File: src/rtl/cpu_6502_pkg.sv
// Shared types and defaults for the 6502 front end: fetch FSM states,
// the reset vector location and the bus widths also used by decode_stage.
package cpu_6502_pkg;

    typedef enum logic [1:0] {
        VEC_LO   = 2'd0,
        VEC_HI   = 2'd1,
        VEC_WAIT = 2'd2,
        RUN      = 2'd3
    } fetch_state_t;

    localparam logic [15:0] VEC_RESET  = 16'hFFFC;
    localparam int          CPU_ADDR_W = 16;
    localparam int          CPU_DATA_W = 8;

endpackage

File: src/rtl/fetch_byte_fifo.sv
// Circular FIFO of {address, byte} entries between the fetch unit and decode.
// A flush empties it in one cycle and wins over a push or pop in that cycle.
module fetch_byte_fifo #(
    parameter int W     = 24,
    parameter int DEPTH = 4,
    parameter int CNT_W = 3
) (
    input  logic             clk,
    input  logic             rst_n,
    input  logic             i_push,
    input  logic [W-1:0]     i_din,
    input  logic             i_pop,
    input  logic             i_flush,
    output logic [W-1:0]     o_dout,
    output logic [CNT_W-1:0] o_count
);

    localparam int PTR_W = $clog2(DEPTH);

    logic [W-1:0]     r_mem [DEPTH];
    logic [PTR_W-1:0] r_wr_ptr;
    logic [PTR_W-1:0] r_rd_ptr;
    logic [CNT_W-1:0] r_count;
    logic             w_do_pop;

    // Explicit wrap so DEPTH need not be a power of two.
    function automatic logic [PTR_W-1:0] ptr_inc(input logic [PTR_W-1:0] p);
        return (p == PTR_W'(DEPTH - 1)) ? '0 : p + PTR_W'(1);
    endfunction

    assign w_do_pop = i_pop & (r_count != '0);

    always_ff @(posedge clk) begin
        if (!rst_n || i_flush) begin
            r_wr_ptr <= '0;
            r_rd_ptr <= '0;
            r_count  <= '0;
        end else begin
            if (i_push)
                r_wr_ptr <= ptr_inc(r_wr_ptr);
            if (w_do_pop)
                r_rd_ptr <= ptr_inc(r_rd_ptr);
            if (i_push && !w_do_pop)
                r_count <= r_count + CNT_W'(1);
            else if (!i_push && w_do_pop)
                r_count <= r_count - CNT_W'(1);
        end
    end

    always_ff @(posedge clk) begin
        if (i_push && !i_flush)
            r_mem[r_wr_ptr] <= i_din;
    end

    assign o_dout  = r_mem[r_rd_ptr];
    assign o_count = r_count;

endmodule

File: src/rtl/cpu_fetch_queue.sv
// Instruction-fetch front end: boots the PC from the reset vector, prefetches
// address-tagged bytes into a small queue and drops in-flight data on redirect.
module cpu_fetch_queue
    import cpu_6502_pkg::*;
#(
    parameter int                ADDR_W   = CPU_ADDR_W,
    parameter int                DATA_W   = CPU_DATA_W,
    parameter int                DEPTH    = 4,
    parameter bit                VEC_EN   = 1'b1,
    parameter logic [ADDR_W-1:0] VEC_ADDR = ADDR_W'(VEC_RESET),
    parameter logic [ADDR_W-1:0] RESET_PC = '0
) (
    input  logic              clk,
    input  logic              rst_n,
    output logic [ADDR_W-1:0] mem_addr,
    output logic              mem_rd_en,
    input  logic              mem_grant,
    input  logic [DATA_W-1:0] mem_rdata,
    input  logic              redirect_valid,
    input  logic [ADDR_W-1:0] redirect_addr,
    output logic              out_valid,
    output logic [DATA_W-1:0] out_data,
    output logic [ADDR_W-1:0] out_pc,
    input  logic              out_ready
);

    localparam int CNT_W = $clog2(DEPTH + 1);
    localparam int W     = ADDR_W + DATA_W;

    fetch_state_t      r_state;
    fetch_state_t      w_state_nxt;
    logic [ADDR_W-1:0] r_fetch_pc;
    logic [ADDR_W-1:0] r_tag;
    logic              r_inflight;
    logic [ADDR_W-1:0] w_mem_addr;
    logic              w_rd_en;
    logic              w_accept;
    logic              w_room;
    logic              w_push;
    logic              w_flush;
    logic              w_pop;
    logic [CNT_W-1:0]  w_count;
    logic [W-1:0]      w_head;

    // Reserve a slot for the response still on the bus so a push never finds the queue full.
    assign w_room = ({1'b0, w_count} + (CNT_W + 1)'(r_inflight)) < (CNT_W + 1)'(DEPTH);

    always_comb begin
        w_state_nxt = r_state;
        w_rd_en     = 1'b0;
        w_mem_addr  = r_fetch_pc;
        case (r_state)
            VEC_LO: begin
                w_rd_en    = 1'b1;
                w_mem_addr = VEC_ADDR;
                if (mem_grant)
                    w_state_nxt = VEC_HI;
            end
            VEC_HI: begin
                w_rd_en    = 1'b1;
                w_mem_addr = VEC_ADDR + ADDR_W'(1);
                if (mem_grant)
                    w_state_nxt = VEC_WAIT;
            end
            VEC_WAIT: w_state_nxt = RUN;
            RUN:      w_rd_en = w_room & ~redirect_valid;
            default:  w_state_nxt = r_state;
        endcase
        if (!rst_n) begin
            w_rd_en    = 1'b0;
            w_mem_addr = VEC_EN ? VEC_ADDR : RESET_PC;
        end
    end

    always_ff @(posedge clk) begin
        if (!rst_n)
            r_state <= VEC_EN ? VEC_LO : RUN;
        else
            r_state <= w_state_nxt;
    end

    assign w_accept = w_rd_en & mem_grant;

    always_ff @(posedge clk) begin
        if (!rst_n) begin
            r_inflight <= 1'b0;
            r_fetch_pc <= RESET_PC;
        end else begin
            r_inflight <= w_accept;
            case (r_state)
                VEC_HI: begin
                    if (r_inflight)
                        r_fetch_pc[DATA_W-1:0] <= mem_rdata;
                end
                VEC_WAIT: r_fetch_pc[ADDR_W-1:DATA_W] <= (ADDR_W - DATA_W)'(mem_rdata);
                RUN: begin
                    if (redirect_valid)
                        r_fetch_pc <= redirect_addr;
                    else if (w_accept)
                        r_fetch_pc <= r_fetch_pc + ADDR_W'(1);
                end
                default: r_fetch_pc <= r_fetch_pc;
            endcase
        end
    end

    always_ff @(posedge clk) begin
        if (w_accept)
            r_tag <= r_fetch_pc;
    end

    // A response returning in a redirect cycle belongs to the old path and is dropped.
    assign w_push  = (r_state == RUN) & r_inflight & ~redirect_valid;
    assign w_flush = (r_state == RUN) & redirect_valid;
    assign w_pop   = out_valid & out_ready;

    fetch_byte_fifo #(
        .W     (W),
        .DEPTH (DEPTH),
        .CNT_W (CNT_W)
    ) u_fifo (
        .clk     (clk),
        .rst_n   (rst_n),
        .i_push  (w_push),
        .i_din   ({r_tag, mem_rdata}),
        .i_pop   (w_pop),
        .i_flush (w_flush),
        .o_dout  (w_head),
        .o_count (w_count)
    );

    assign mem_addr  = w_mem_addr;
    assign mem_rd_en = w_rd_en;
    assign out_valid = rst_n & (w_count != '0);
    assign out_pc    = w_head[W-1:DATA_W];
    assign out_data  = w_head[DATA_W-1:0];

endmodule

File: config.mk
export PLATFORM = sky130hd
export DESIGN_NAME = cpu_fetch_queue
export DESIGN_NICKNAME = d
export VERILOG_FILES = /design/src/rtl/cpu_6502_pkg.sv /design/src/rtl/fetch_byte_fifo.sv /design/src/rtl/cpu_fetch_queue.sv
export SDC_FILE = /design/constraint.sdc
export NUM_CORES = 1
export LEC_CHECK = 0
export ABC_AREA = 1
export CAP_MARGIN = 0
export CELL_PAD_IN_SITES_DETAIL_PLACEMENT = 1
export CELL_PAD_IN_SITES_GLOBAL_PLACEMENT = 2
export CORE_UTILIZATION = 36
export DETAILED_ROUTE_END_ITERATION = 10
export GPL_TIMING_DRIVEN = 0
export MAX_ROUTING_LAYER = met4
export PLACE_DENSITY = 0.84
export SLEW_MARGIN = 15
export SYNTH_ARGS = -nofsm -noshare
export SYNTH_HDL_FRONTEND = slang
export SYNTH_SLANG_ARGS = --single-unit
File: constraint.sdc
create_clock -name clk -period 3.4 [get_ports clk]
set_input_delay 0.85 -clock clk [delete_from_list [all_inputs] [get_ports clk]]
set_output_delay 0.85 -clock clk [all_outputs]
set_load 0.01 [all_outputs]
==> run metrics <==
CTS H-Tree Depth 4; Synth Net Count 646; clock tree sinks 140; Overflow after GRT 0; CTS buffer count 17; Total Power Consumption 4.04 mW; Syn Inst Count 605; CTS root buffer clkbuf_16; status finished, final reports clean; CP delay by family, top buffers and inverters; crit path kind input pin to output port; via count 4628; commonest non-fill, non-tap cell in the layout nand2_1; Reg clk slew, reported paths 50 ps; FF-to-FF path depth 13; TritonRoute pass-1 iters 4; Die H 132 µm; Max Fanout on Critical Path 6; max cap viols 0; Die W 132 µm; fin. max-slew vios 0; Worst Tran Pin Value 810 ps; share of cells above drive strength 1 8.76%; GP Congestion 0.827; Fin Hold WS 490 ps; Worst Hold Class register to register; GRT Total Usage 21.1%; vias in the first global route 4977; ANT cells 0; CP max stage delay 500 ps; Worst EP required 2550 ps; Antenna Violating Nets Remaining 0; postcts setup bufs 0; post-route cell area 7710 µm²; Routed WL 16.8 mm; most frequent cells in the layout nand2_1 (117), edfxtp_1 (112), nor2_1 (99), clkdlybuf4s50_1 (70), o21ai_0 (64); DP HPWL 11.8 mm; relative slew slack 45.8%; die area 17400 µm²; nets 736; Placed Area 7120 µm²; Rows 47; HP Start u_fifo.o_count[2]$_SDFFE_PP0P_; Final Hold Vio Count 0; period utilization 98.1%; CTS max path bufs 2; FFs w/ async S/R, synth 0%; Hold Buf Count CTS 0; Post-synth EDFFs 112; WP data arrival 2490 ps; CP Cell Sequence clkdlybuf4s50_1, inv_1, nor2_4, inv_1, or2_2, clkdlybuf4s50_1; Buf/Inv on CP 4; Cell variety after synth 29; Setup-failing EPs final 0; Main synth FF type edfxtp_1; Seq/Total Area, Yosys 64.4%; largest net degree at the start of global routing 25; Peak Freq 300 MHz; core box area 16500 µm²; DR WL/cell 18.1 µm; io pins 71; residual DRC count 0; count of port buffers added during placement 70; peak supply drop 404 µV; Ys Warns 0; crit path max-delay cell type clkdlybuf4s50_1; Clock Latency Late Sink 420 ps; Area Overhead vs Synth 26.6%; initial antenna violation count 0; Reg-to-Reg End u_fifo.o_count[2]$_SDFFE_PP0P_; critical path capture point type output port; r2r startpoint r_state[0]$_SDFFE_PN0P_; pwr dens 524 nW/µm²; FF-to-FF setup slack 510 ps; starting DRC count in detailed routing 207; setup TNS 0 ps; synthesized cell area 6090 µm²; Yosys reg bits 140; Hold Path Cell Cnt 1; hold endpoint u_fifo.o_count[2]$_SDFFE_PP0P_; Yosys top cell by area edfxtp_1; first-pass GRT wire length 26.7 mm; synthesized area per cell 10.1 µm²; Worst Skew 8.51 ps; share of the synthesized area in the top cell type 55.2%; top post-synthesis cells by area edfxtp_1 (55%), dfxtp_1 (9.2%), nand2_1 (7.2%); CP Launch Type input pin; Final min period 3340 ps; Via density 4.99; effective utilization at floorplan 36.9%; TritonCTS clock tree yes; Leakage 2.85 nW
-- kinds of logic after synthesis --
| group | after synthesis | synth area share, % |
|---|---|---|
| and+or+nand+nor | 263 | 17.7 |
| DFF | 140 | 64.4 |
| AOI/OAI and AO/OA | 116 | 10.3 |
| buffers and inverters | 74 | 5.05 |
| adders and majority gates | 12 | 2.59 |
-- layer usage --
| metal | vias to the layer above | part of all wire, % | track usage [%] |
|---|---|---|---|
| met3 | 21 | 3.2 | 4.08 |
| met5 | - | 0 | - |
| li1 | 2242 | - | - |
| met4 | 0 | 1.8 | 7.49 |
| met2 | 112 | 51 | 35.0 |
| met1 | 2253 | 44 | 25.6 |
-- repair_timing --
item                                    4_1_cts  5_1_grt
gates resized for setup                      13       11
endpoints found under the setup margin       34       20
endpoints found under the hold margin         0        0
cloned                                        0        0
-- worst max path at each step --
| stage | start | endpoint | depth (start not counted) |
|---|---|---|---|
| 3_3_place_gp | redirect_valid | u_fifo.r_mem[3][18]$_DFFE_PP_ | 5 |
| 6_report | rst_n | mem_addr[6] | 6 |
| 2_1_floorplan | redirect_valid | u_fifo.r_mem[0][0]$_DFFE_PP_ | 4 |
| 4_1_cts | rst_n | mem_addr[2] | 6 |
| 3_5_place_dp | rst_n | mem_rd_en | 6 |
| 5_1_grt | rst_n | mem_addr[2] | 6 |
-- cell usage after synthesis, types with 2 or more instances --
cell type,number
buf_2,3
nand3_2,2
nand4_1,2
or2_2,3
nand2_2,3
buf_6,2
nor2_1,105
nand2_1,117
clkbuf_1,17
o22ai_1,24
o21ai_0,64
nand3_1,28
edfxtp_1,112
inv_1,50
ha_1,11
a21oi_1,22
dfxtp_1,28
-- final cells by class --
cell class | instances | area [µm²]
Fill cell | 1836 | 8810
Tap cell | 220 | 275
Timing Repair Buffer | 71 | 721
Sequential cell | 140 | 3930
Clock inverter | 6 | 32.5
Buffer | 23 | 146
Multi-Input combinational cell | 391 | 1900
Inverter | 51 | 191
Clock buffer | 26 | 522
-- power breakdown --
part | total, mW | internal [mW] | leakage [nW] | switching [mW]
Combinational | 0.366 | 0.162 | 1.33 | 0.204
Clock | 1.71 | 1.05 | 0.274 | 0.661
Sequential | 1.96 | 1.90 | 1.25 | 0.0574
Total | 4.04 | 3.12 | 2.85 | 0.922
-- per-stage QoR --
stage	util [%]	cells	setup WS (ps)
2_1_floorplan	-	605	613
3_3_place_gp	42.8	895	-1010
3_5_place_dp	43.1	896	-543
4_1_cts	46.6	928	26.7
5_1_grt	46.7	928	-0.149
6_report	46.7	928	63.8
-- flip-flops by register name, indices dropped and copies added, names as in the netlist, named ones only --
signal / cells
u_fifo.r_mem: 96
r_tag: 16
u_fifo.o_count: 3
r_state: 2
u_fifo.r_rd_ptr: 2
r_inflight: 1
r_fetch_pc: 16
u_fifo.r_wr_ptr: 2
-- worst register-to-register path: cells and delay by family (launching register included) --
kind	cells	cell delay, ps
fa+ha+maj	3	770
simple gates	2	520
flops	1	420
compound gates	4	460
buf+inv	4	610
(Power assumes the default switching activity.)
==> variant (same settings) <==
Encoding of `fetch_state_t`: now one-hot (4 bits for 4 states).
--- a/src/rtl/cpu_6502_pkg.sv
+++ b/src/rtl/cpu_6502_pkg.sv
@@ -4,7 +4,7 @@
 
-    typedef enum logic [1:0] {
-        VEC_LO   = 2'd0,
-        VEC_HI   = 2'd1,
-        VEC_WAIT = 2'd2,
-        RUN      = 2'd3
+    typedef enum logic [3:0] {
+        VEC_LO   = 4'b0001,
+        VEC_HI   = 4'b0010,
+        VEC_WAIT = 4'b0100,
+        RUN      = 4'b1000
     } fetch_state_t;
Check against the original RTL: no difference found for any inputs over 4 cycles, from zero or initial values and one cycle with rst_n low; so few cycles prove little.
==> variant against the unedited design <==
- routed wire length increased by 3.1%
- combinational power grew 9.6%
- core utilization about the same
- sequential cell count is 2 higher
- total power shrank 2.2%
- clock power fell by 7%
- non-clock buffer count increased by 3
- setup slack improved by 0.060 ns
- clock skew hardly changed
- synthesized area up 1.6%
- design area is 1.2% higher
- critical path type is now flop to primary output
- largest power group unchanged
- highest routed layer unchanged
==> variant: results (changes against the unedited design) <==
- The largest voltage drop on the vdd net is 0.000369 V (-8.7%).
- The number of search-and-repair iterations in the first detailed-routing pass is 4 (unchanged).
- The total routed wirelength is 17.3 mm (+3.1%).
- The register area share after synthesis is 0.640 (-0.00369).
- The post-route clock skew is 0.00862 ns (+0.000113 ns).
- The initial antenna violation count is 0 (unchanged).
- The static leakage power is 2.87 nW (+0.90%).
- The total nets after synthesis is 643 (-0.46%).
- The maximum net fanout on the critical path is 10 (+4).
- The via count of the first global-routing pass is 5,058 (+1.6%).
- The CTS H-tree depth is 4 (unchanged).
- For the worst-skew pair, the clock arrives at the later sink with an insertion delay of slightly above 0.4 ns.
- The number of synthesized flops with an enable pin is 112 (unchanged).
- The placed wire-length estimate after detailed placement was 12.5 mm (+5.8%).
- The overall track demand over capacity in global routing is 0.214 (+0.00336).
- The share of layout cells above drive strength 1 is 0.0972 (+0.00961).
- The number of distinct standard cells referenced by the synthesized netlist was 35 (+21%).
- The initial detailed-routing violation count came to 406 (+96%).
- The worst hold path belongs to the class flop to flop.
- The final-layout fill cell count is 1,874 (+2.1%).
- The via count is 4,709 (+1.8%).
- The compound-gate portion of the synthesized area is 0.0988 (-0.00384).
- The first-pass GRT wire length is 27.7 mm (+3.5%).
- The adder-cell share of the synthesized area was 0.0174 (-0.00849).
- The data arrival at the endpoint of the critical path was 2.43 ns (-0.06 ns).
- The mux cell area share after synthesis is 0 (unchanged).
- The post-CTS clock slew at the launch and capture registers of the worst setup and hold paths came to 0.05 ns (about the same).
- The final layout net count is 734 (-0.27%).
- Yosys attributes the largest share of cell area to sky130_fd_sc_hd__edfxtp_1, sky130_fd_sc_hd__dfxtp_1, sky130_fd_sc_hd__nor2_1, sky130_fd_sc_hd__nand2_1, sky130_fd_sc_hd__o21ai_0.
- The flow ran to the end, and the final reports show no timing, DRC or antenna violations.
- In the final layout, the registers with the most flip-flops are u_fifo.r_mem (96), r_fetch_pc (16), r_tag (16).
- The total of buffers placed on input and output ports is 69 (-1.4%).
- The number of synthesis warnings is 0 (unchanged).
- The final RePlAce weighted congestion is 0.871 (+5.2%).
- The fraction of registers with async set or reset after synthesis was 0 (unchanged).
- The worst-case headroom to the max-slew limit is 0.453 (-0.00541).
- The fraction of synthesized cell area in xor and xnor cells is 0.00283 (+0.00283).
- After synthesis, the most frequently instantiated cells are sky130_fd_sc_hd__edfxtp_1, sky130_fd_sc_hd__nor2_1, sky130_fd_sc_hd__nand2_1.
- The maximum clock frequency was 305 MHz (+1.8%).
[variant: per-layer routing]
metal  global-route usage  wire length (um)
met5                    -                 0
met4               0.0682               143
met3               0.0342               646
met2                0.352              8590
met1                0.271              7950
[variant: cell families (layout without fill, tap and decap cells)]
group / Yosys count / count (layout)
XOR/XNOR: 2 / 2
AO/OA/AOI/OAI: 111 / 111
AND/OR/NAND/NOR: 263 / 263
adder cells (fa/ha/maj): 8 / 8
buffers and inverters: 80 / 184
flip-flops: 142 / 142
[variant: per-stage QoR]
step | worst slack (ns) | hold slack [ns] | cell area (um2) | instances | setup TNS [ns]
6_report | 0.124 | 0.467 | 7800 | 930 | 0
5_1_grt | 0.0116 | 0.484 | 7800 | 930 | 0
4_1_cts | 0.0265 | 0.469 | 7800 | 930 | 0
3_5_place_dp | -0.367 | 0.457 | 7270 | 898 | -2.79
3_3_place_gp | -0.531 | 0.455 | 7160 | 895 | -49.18
2_1_floorplan | 0.522 | 0.408 | 6190 | 606 | 0
[variant: final timing paths]
kind / end / slack (ns) / depth (start not counted) / from
max: out_pc[14] / 0.12 / 5 / flop
min: r_tag[5] / 0.47 / 0 / r_fetch_pc[5]
max reg2reg: u_fifo.o_count[2] / 0.94 / 14 / r_state[0]
min reg2reg: r_tag[5] / 0.47 / 0 / r_fetch_pc[5]
[variant: layout make-up]
class	count	area, um2	area share
tap	220	275	0.0353
sequential	142	3960	0.508
clock buffer	18	429	0.0550
multi-input combinational	384	1920	0.247
clock inverter	14	77.6	0.00994
timing repair buffer	72	774	0.0992
inverter	55	211	0.0271
buffer	25	148	0.0189
[variant: what timing repair did]
item / in CTS / in global routing
pin swaps: 0 / 0
buffers inserted: 0 / 0
endpoints found under the setup margin: 32 / 17
endpoints found under the hold margin: 0 / 0
gates resized for setup: 13 / 3
[variant: report_power, final]
part	internal, mW	switching [mW]
Combinational	0.182	0.219
Sequential	1.92	0.0416
Clock	0.913	0.677
Total	3.01	0.937
[variant: worst max-delay path, cell delays in order, from the launching register on]
cell,delay (ns)
sky130_fd_sc_hd__dfxtp_1,0.38
sky130_fd_sc_hd__inv_1,0.18
sky130_fd_sc_hd__clkbuf_1,0.42
sky130_fd_sc_hd__o21ai_0,0.21
sky130_fd_sc_hd__o22ai_1,0.23
sky130_fd_sc_hd__clkdlybuf4s50_1,0.59
